[config.mk]
export PLATFORM = sky130hd
export DESIGN_NAME = rc5_words_to_bytes
export DESIGN_NICKNAME = d
export VERILOG_FILES = /design/src/rtl/rc5_words_to_bytes.sv
export SDC_FILE = /design/constraint.sdc
export NUM_CORES = 1
export LEC_CHECK = 0
export ABC_AREA = 1
export BUFFER_PORTS_ARGS = -buffer_cell sky130_fd_sc_hd__buf_2
export CORE_MARGIN = 5
export CORE_UTILIZATION = 45
export CTS_BUF_LIST = sky130_fd_sc_hd__clkbuf_8
export DETAILED_ROUTE_END_ITERATION = 8
export GPL_ROUTABILITY_DRIVEN = 0
export PLACE_DENSITY_LB_ADDON = 0.12
export SYNTH_ARGS = -nofsm -noshare
export SYNTH_HDL_FRONTEND = slang
export SYNTH_SLANG_ARGS = --single-unit
[constraint.sdc]
create_clock -name clk -period 3.1 [get_ports clk]
set_input_delay 0.465 -clock clk [delete_from_list [all_inputs] [get_ports clk]]
set_output_delay 0.465 -clock clk [all_outputs]
set_load 0.005 [all_outputs]
[src/rtl/rc5_words_to_bytes.sv]
`timescale 1ns/1ps
// rc5_words_to_bytes
//   Unpacks c words of w bits, read from a synchronous word RAM, into a
//   little-endian byte stream with valid/ready handshake: byte k is bits
//   [8*(k mod u)+7 : 8*(k mod u)] of word k/u. Inverse of RC5 key packing.
//
// Ports
//   clk, rst          clock, asynchronous active-high reset
//   start             begin a transfer (only sampled while idle)
//   word_addr         registered RAM read address
//   word_data         RAM read data for word_addr, valid the cycle after it changes
//   byte_o            current byte (low byte of the shift register)
//   byte_valid        byte_o is valid
//   byte_ready        downstream accepts byte_o
//   byte_index        index k of the byte on byte_o
//   busy              high in every state except idle
//   done              one-cycle pulse after the last byte is accepted
//   checksum          (only with RC5_W2B_CHECKSUM_EN) XOR of all accepted bytes
//
// Optional feature macro: RC5_W2B_CHECKSUM_EN
module rc5_words_to_bytes #(
  parameter int b        = 16,
  parameter int b_length = 4,
  parameter int w        = 32,
  parameter int u        = 4,
  parameter int c        = 4,
  parameter int c_length = 2
) (
`ifdef RC5_W2B_CHECKSUM_EN
  output logic [7:0]          checksum,
`endif
  input  logic                clk,
  input  logic                rst,
  input  logic                start,
  output logic [c_length-1:0] word_addr,
  input  logic [w-1:0]        word_data,
  output logic [7:0]          byte_o,
  output logic                byte_valid,
  input  logic                byte_ready,
  output logic [b_length-1:0] byte_index,
  output logic                busy,
  output logic                done
);

  localparam int PW = (u > 1) ? $clog2(u) : 1;

  typedef enum logic [1:0] {S_IDLE, S_FETCH, S_SEND, S_DONE} state_t;

  state_t        state;
  logic [w-1:0]  shreg;
  logic [PW-1:0] pos;     // byte position within the current word
  logic          hs;

  assign hs     = byte_valid & byte_ready;
  assign byte_o = shreg[7:0];

  always_ff @(posedge clk or posedge rst) begin
    if (rst) begin
      state      <= S_IDLE;
      word_addr  <= '0;
      byte_index <= '0;
      shreg      <= '0;
      pos        <= '0;
      byte_valid <= 1'b0;
      busy       <= 1'b0;
      done       <= 1'b0;
    end else begin
      done <= 1'b0;
      case (state)
        S_IDLE: begin
          if (start) begin
            word_addr  <= '0;
            byte_index <= '0;
            pos        <= '0;
            busy       <= 1'b1;
            state      <= S_FETCH;
          end
        end
        S_FETCH: begin
          shreg      <= word_data;
          byte_valid <= 1'b1;
          state      <= S_SEND;
        end
        S_SEND: begin
          if (hs) begin
            shreg <= shreg >> 8;
            if (byte_index == b_length'(b - 1)) begin
              // Last byte: no further RAM read even if the word is partial.
              byte_valid <= 1'b0;
              done       <= 1'b1;
              state      <= S_DONE;
            end else begin
              byte_index <= byte_index + b_length'(1);
              if (pos == PW'(u - 1)) begin
                // Word exhausted: one bubble cycle to fetch the next word.
                pos        <= '0;
                byte_valid <= 1'b0;
                if (word_addr != c_length'(c - 1))
                  word_addr <= word_addr + c_length'(1);
                state      <= S_FETCH;
              end else begin
                pos <= pos + PW'(1);
              end
            end
          end
        end
        S_DONE: begin
          busy  <= 1'b0;
          state <= S_IDLE;
        end
        default: state <= S_IDLE;
      endcase
    end
  end

`ifdef RC5_W2B_CHECKSUM_EN
  // Cleared on the start-sampling edge, then folds in every accepted byte;
  // holds from the done cycle until the next start.
  always_ff @(posedge clk or posedge rst) begin
    if (rst)
      checksum <= '0;
    else if (state == S_IDLE && start)
      checksum <= '0;
    else if (state == S_SEND && hs)
      checksum <= checksum ^ shreg[7:0];
  end
`endif

endmodule
## Word-level counts from Yosys, hierarchy flattened

Cells that the tools add are included.

| cells by class | value |
|---|---|
| add/subtract/negate cells | 3 |
| multiply operators | 0 |
| div/mod/pow operators | 0 |
| $lt $le $gt $ge | 0 |
| equality and inequality tests | 12 |
| shift operators | 0 |
| muxes and demuxes | 30 |
| bitwise operators | 1 |
| reduce and logical (&&, ||, !) cells | 10 |

Operators by type and width:

| kind | count |
|---|---|
| 32-bit case mux with 2 select lines | 1 |
| 32-bit two-way mux | 1 |
| 2-bit two-way mux | 12 |
| 4-bit two-way mux | 3 |
| 2-bit inequality test, second input constant | 6 |
| 2-bit case mux with 2 select lines | 2 |
| 2-bit case mux with 4 select lines | 1 |
| 4-bit case mux with 2 select lines | 1 |
| 1-bit two-way mux | 7 |
| 2-bit == test, second input constant | 3 |
| 3-bit AND reduction | 2 |
| 6-bit AND reduction | 1 |
| 2-bit nonzero test | 3 |
| 2-bit by 1-bit adder with 2-bit output, second input constant | 2 |
| 4-bit by 1-bit adder with 4-bit output, second input constant | 1 |
| 4-bit == test, second input constant | 1 |
| 1-bit case mux with 2 select lines | 2 |
| 2-bit AND reduction | 2 |
| 4-bit AND reduction | 1 |
| 3-bit inequality test, second input constant | 1 |
| 2-bit by 1-bit == test with 1-bit output, second input constant | 1 |
| 2-bit zero test | 1 |
| 1-bit AND | 1 |

| word-level totals | value |
|---|---|
| bits in registers | 45 |
| bits in latches | 0 |
| bits in writable memories | 0 |
| memory bits (read-only) | 0 |
| bits of input ports | 36 |
| output and inout port bits | 17 |
| memories | 0 |

## Longest topological paths before layout

| depth | value |
|---|---|
| depth after elaboration | 6 |
| gate-level depth with buffers | 9 |
| gate-level depth less buffers | 7 |

## Worst setup path after synthesis

No wires, ideal clock.

| path | value |
|---|---|
| kind | register -> register |
| from | register byte_index[0] |
| to | register word_addr[0] |
| arrival time | 1.248 ns |
| required time | 3.034 ns |
| setup slack | 1.786 ns |
| cell stages (with the launch flop) | 7 |
| clock period less this slack | 1.314 ns |
| cell sequence | dfrtp_1 > ha_1 > nand3_1 > o21bai_1 > nor2_1 > nand3_1 > nand2_1 |

| on the way | value |
|---|---|
| cells in the longest elaborated chain, start to end | 3 |

Ends and longest elaborated chain:

| item | RTL line | text |
|---|---|---|
| start: declaration | 40 | `output logic [b_length-1:0] byte_index,` |
| start signal: assignment | 93 | `byte_index <= byte_index + b_length'(1);` |
| 4-bit == test | 87 | `if (byte_index == b_length'(b - 1)) begin` |
| 2-bit inequality test (no source line) | -- |  |
| 6-bit AND reduction (no source line) | -- |  |
| end signal: assignment | 99 | `word_addr <= word_addr + c_length'(1);` |
| end: declaration | 35 | `output logic [c_length-1:0] word_addr,` |

No other way between the ends.
A chain may end at the register's enable or synchronous reset.

## Worst setup path after layout

| path | value |
|---|---|
| from | register state[1] |
| to | register shreg[30] |

| on the way | value |
|---|---|
| cells in the longest elaborated chain, start to end | 3 |

Ends and longest elaborated chain:

| item | RTL line | text |
|---|---|---|
| start: declaration | 49 | `state_t state;` |
| start signal: assignment | 59 | `state <= S_IDLE;` |
| start signal: assignment | 76 | `state <= S_FETCH;` |
| start signal: assignment | 82 | `state <= S_SEND;` |
| 2-bit == test / 2-bit by 1-bit == test with 1-bit output (equally long branches) | 69 | `case (state)` |
| 2-bit inequality test (no source line) / 2-bit nonzero test (equally long branches) | -- |  |
| 2-bit AND reduction (no source line) | -- |  |
| end signal: assignment | 80 | `shreg <= word_data;` |
| end signal: assignment | 86 | `shreg <= shreg >> 8;` |
| end: declaration | 50 | `logic [w-1:0] shreg;` |

Several ways; a longest one is shown, not always the timed one.

==> results list <==
- Start-to-end type of the worst setup path: reg2reg
* TritonCTS clock tree: yes
* Predominant post-synthesis flop cell: sky130_fd_sc_hd__dfrtp_1
- The number of slew-limit violations in the final report is 0.
- Static timing analysis puts the maximum clock frequency at 495 MHz.
* Number of standard-cell rows in the floorplan: 26
- The final critical path takes up 65.2% of the cycle.
- Critical Path, Cell by Cell: inv_2 -> nor2_2 -> nand3_2 -> nand2_2 -> buf_4 -> o21ai_0
* Share of flip-flops with an asynchronous set or reset: 100%
* Number of levels the H-tree was split into: 2
- For this block, the routed nets add up to 4440 um of wire.
* Root buffer selected by CTS: sky130_fd_sc_hd__clkbuf_8
- Via count: 1,802
- Worst max-slew margin expressed relative to the limit: 38.3%
* Overall power consumption: 2.53 mW
- The initial utilization of the core area, before any placement, comes to 45.7%.
- Post-DP HPWL: 3130 um
* Iteration-0 DRC count of the detailed router: 72
* Number of clock buffers inserted by TritonCTS: 5
- DRC viols: 0
- Count of flip-flops with a built-in enable after synthesis: 0
- Clock-pin transition on the worst setup and hold timing paths: 80 ps
* Worst skew pair latency: 290 ps
* Setup skew after layout: 5.68 ps
- Data on the critical path arrives at its endpoint at 2190 ps.
- After synthesis, the netlist uses 25 different library cells.
* CTS Hold Buffers Added: 0
- Sequential elements use 49.2% of the synthesized area.
- Static leakage: 1.34 nW
* Gate count after technology mapping: 284
- Dividing the detail-routed via count by the number of cells gives 4.56.
* RSZ-0062 raised after global routing: no
- Longest individual stage delay on the worst path: 560 ps
- Maximum vdd ir drop: 0.397 mV
- Syn Area/Cell: 8.07 sq um
* Std-Cell Core Area: 0.00501 sq mm
- Warnings from Yosys: 0
- After routing, the total negative slack on setup checks comes to 0 ps.
* Library cell contributing the largest single delay on the critical path: sky130_fd_sc_hd__dfrtp_1
- Setup-violating endpoint count in the final report: 0
- Area overhead of the layout relative to synthesis: 13.8%
- After synthesis the netlist holds a flip-flop and latch count of 45.
- Avg WL per Cell: 11.3 um
- Number of max-cap violations: 0
- Number of detailed-route iterations in the first pass: 4
* Fin nets: 363
- Of the cells placed in the final design, the portion with a size suffix greater than 1 is 22.5%.
* Global-route wire length before repair: 7640 um
* Die span in x: 81.4 um
- TritonCTS Sinks: 45
- Die height: 81.4 um
* Gr ovfl total: 0
- The number of antenna diodes in the final layout is 0.
* Clock buffer depth: 2
* Run status: completed
- Setup slack closes at 1080 ps.
- The number of gates resized after CTS was 0.
- Pre-CTS WS: 1070 ps
- The number of global-route vias before repair is 1,729.
* Final-report hold violation count: 0
* Number of antenna violations at the first check in global routing: 0
- At the pin with the least slew margin, the transition time is 923 ps.
- The number of nets in the synthesized netlist is 323.
- Largest fanout on the critical path: 39
* Worst min-delay path category: in2async
- The detail route stage leaves a number of antenna-violating nets equal to 0.
* Setup crit end kind: flip-flop
- In this run the power density over the cells is 970 mW/mm^2.
* Required time worst endpoint: 3270 ps
- Entering global routing, the biggest net connects 55 pins.
* Input/output buffers: 52
- Full die area: 0.00662 sq mm
* Top-Level Pins: 53
* Time the worst path needs with I/O delays and setup: 2020 ps
- Combined global-route utilization of all metal layers: 14.9%
- In this run the cell area of the synthesized design comes to 0.00229 sq mm.
- The worst setup path is launched from a flip-flop.
* Post-CTS setup buffer count: 0
-- worst paths after layout --
check / cells past startpoint / startpoint / slack, ps / endpoint
worst max-delay path: 6 / state[1]$_DFFE_PP0P_ / 1080 / shreg[30]$_DFFE_PP0P_
worst min-delay path: 2 / rst / 380 / shreg[6]$_DFFE_PP0P_
worst max register to register: 6 / state[1]$_DFFE_PP0P_ / 1080 / shreg[30]$_DFFE_PP0P_
min in group clk: 3 / word_data[24] / 380 / shreg[24]$_DFFE_PP0P_
max in group asynchronous: 2 / rst / 2150 / shreg[28]$_DFFE_PP0P_
worst min register to register: 2 / word_addr[1]$_DFFE_PP0P_ / 510 / word_addr[1]$_DFFE_PP0P_
-- synth_stat cells (2+ instances only) --
cell | number | share of area [%]
sky130_fd_sc_hd__a21oi_1 | 7 | 1.5
sky130_fd_sc_hd__a21oi_2 | 2 | 0.76
sky130_fd_sc_hd__buf_2 | 4 | 0.87
sky130_fd_sc_hd__buf_4 | 9 | 2.9
sky130_fd_sc_hd__buf_6 | 4 | 2.0
sky130_fd_sc_hd__clkbuf_1 | 2 | 0.33
sky130_fd_sc_hd__dfrtp_1 | 45 | 49
sky130_fd_sc_hd__ha_1 | 3 | 1.6
sky130_fd_sc_hd__inv_1 | 32 | 5.2
sky130_fd_sc_hd__inv_2 | 3 | 0.49
sky130_fd_sc_hd__nand2_1 | 79 | 13
sky130_fd_sc_hd__nand2_2 | 2 | 0.55
sky130_fd_sc_hd__nand3_1 | 6 | 1.3
sky130_fd_sc_hd__nor2_1 | 23 | 3.8
sky130_fd_sc_hd__nor2_2 | 3 | 0.82
sky130_fd_sc_hd__o21a_1 | 8 | 2.6
sky130_fd_sc_hd__o21ai_0 | 42 | 9.2
sky130_fd_sc_hd__o21ai_1 | 3 | 0.66
-- kinds of logic (layout without fill, tap and decap cells) --
kind of cell,after synthesis,in the layout,synth area share (%)
and+or+nand+nor,116,116,20.9
AOI/OAI and AO/OA,64,64,15.4
buffers and inverters,55,96,12.5
DFF,45,45,49.2
adders and majority gates,3,3,1.64
xor gates and xnor gates,1,1,0.382
-- layer usage --
metal / up-vias / share of wire, % / global-route usage (%)
met5: - / 0 / 0
met4: 0 / 0.97 / 4.05
met3: 5 / 5.9 / 3.77
met2: 49 / 44 / 23.9
met1: 790 / 49 / 20.0
li1: 958 / - / -
-- cell type report --
type	instances	area [sq um]
clock buffers	6	82.6
clock inverters	2	33.8
fillers	520	2400
inverters	35	131
multi-input cells	184	878
flip-flops and latches	45	1130
well taps	70	87.6
repair buffers	53	268
-- power by group --
part | internal (mW) | switching [mW]
Combinational | 0.401 | 0.697
Clock | 0.259 | 0.187
Sequential | 0.848 | 0.137
-- placed cells by master (no fill, tap or decap), types with 6 or more instances in the layout --
| cell | Yosys | final |
|---|---|---|
| sky130_fd_sc_hd__o21ai_0 | 42 | 42 |
| sky130_fd_sc_hd__nand3_1 | 6 | 6 |
| sky130_fd_sc_hd__o21a_1 | 8 | 8 |
| sky130_fd_sc_hd__nand2_1 | 79 | 79 |
| sky130_fd_sc_hd__dfrtp_1 | 45 | 45 |
| sky130_fd_sc_hd__nor2_1 | 23 | 23 |
| sky130_fd_sc_hd__a21oi_1 | 7 | 7 |
| sky130_fd_sc_hd__clkbuf_8 | 0 | 6 |
| sky130_fd_sc_hd__buf_2 | 4 | 52 |
| sky130_fd_sc_hd__inv_1 | 32 | 32 |
-- stage by stage --
step / area, sq um / cells / util (%) / hold slack, ps
CTS: 2610 / 395 / 52.0 / 376
finish: 2610 / 395 / 52.0 / 377
global route: 2610 / 395 / 52.0 / 379
global placement: 2490 / 387 / 49.7 / 478
floorplan: 2290 / 284 / - / 457
detailed placement: 2490 / 387 / 49.7 / 496
-- worst max-delay path, delay by kind of cell (launching register included) --
kind	cells	cell delay [ps]
buf+inv	2	420
flops	1	560
simple gates	3	830
compound gates	1	100
-- sequential cells by signal, indices dropped and copies added, names as in the netlist --
signal / flops
word_addr: 2
state: 2
done: 1
busy: 1
shreg: 32
byte_valid: 1
pos: 2
byte_index: 4
Power figures use the tool's default switching activity.
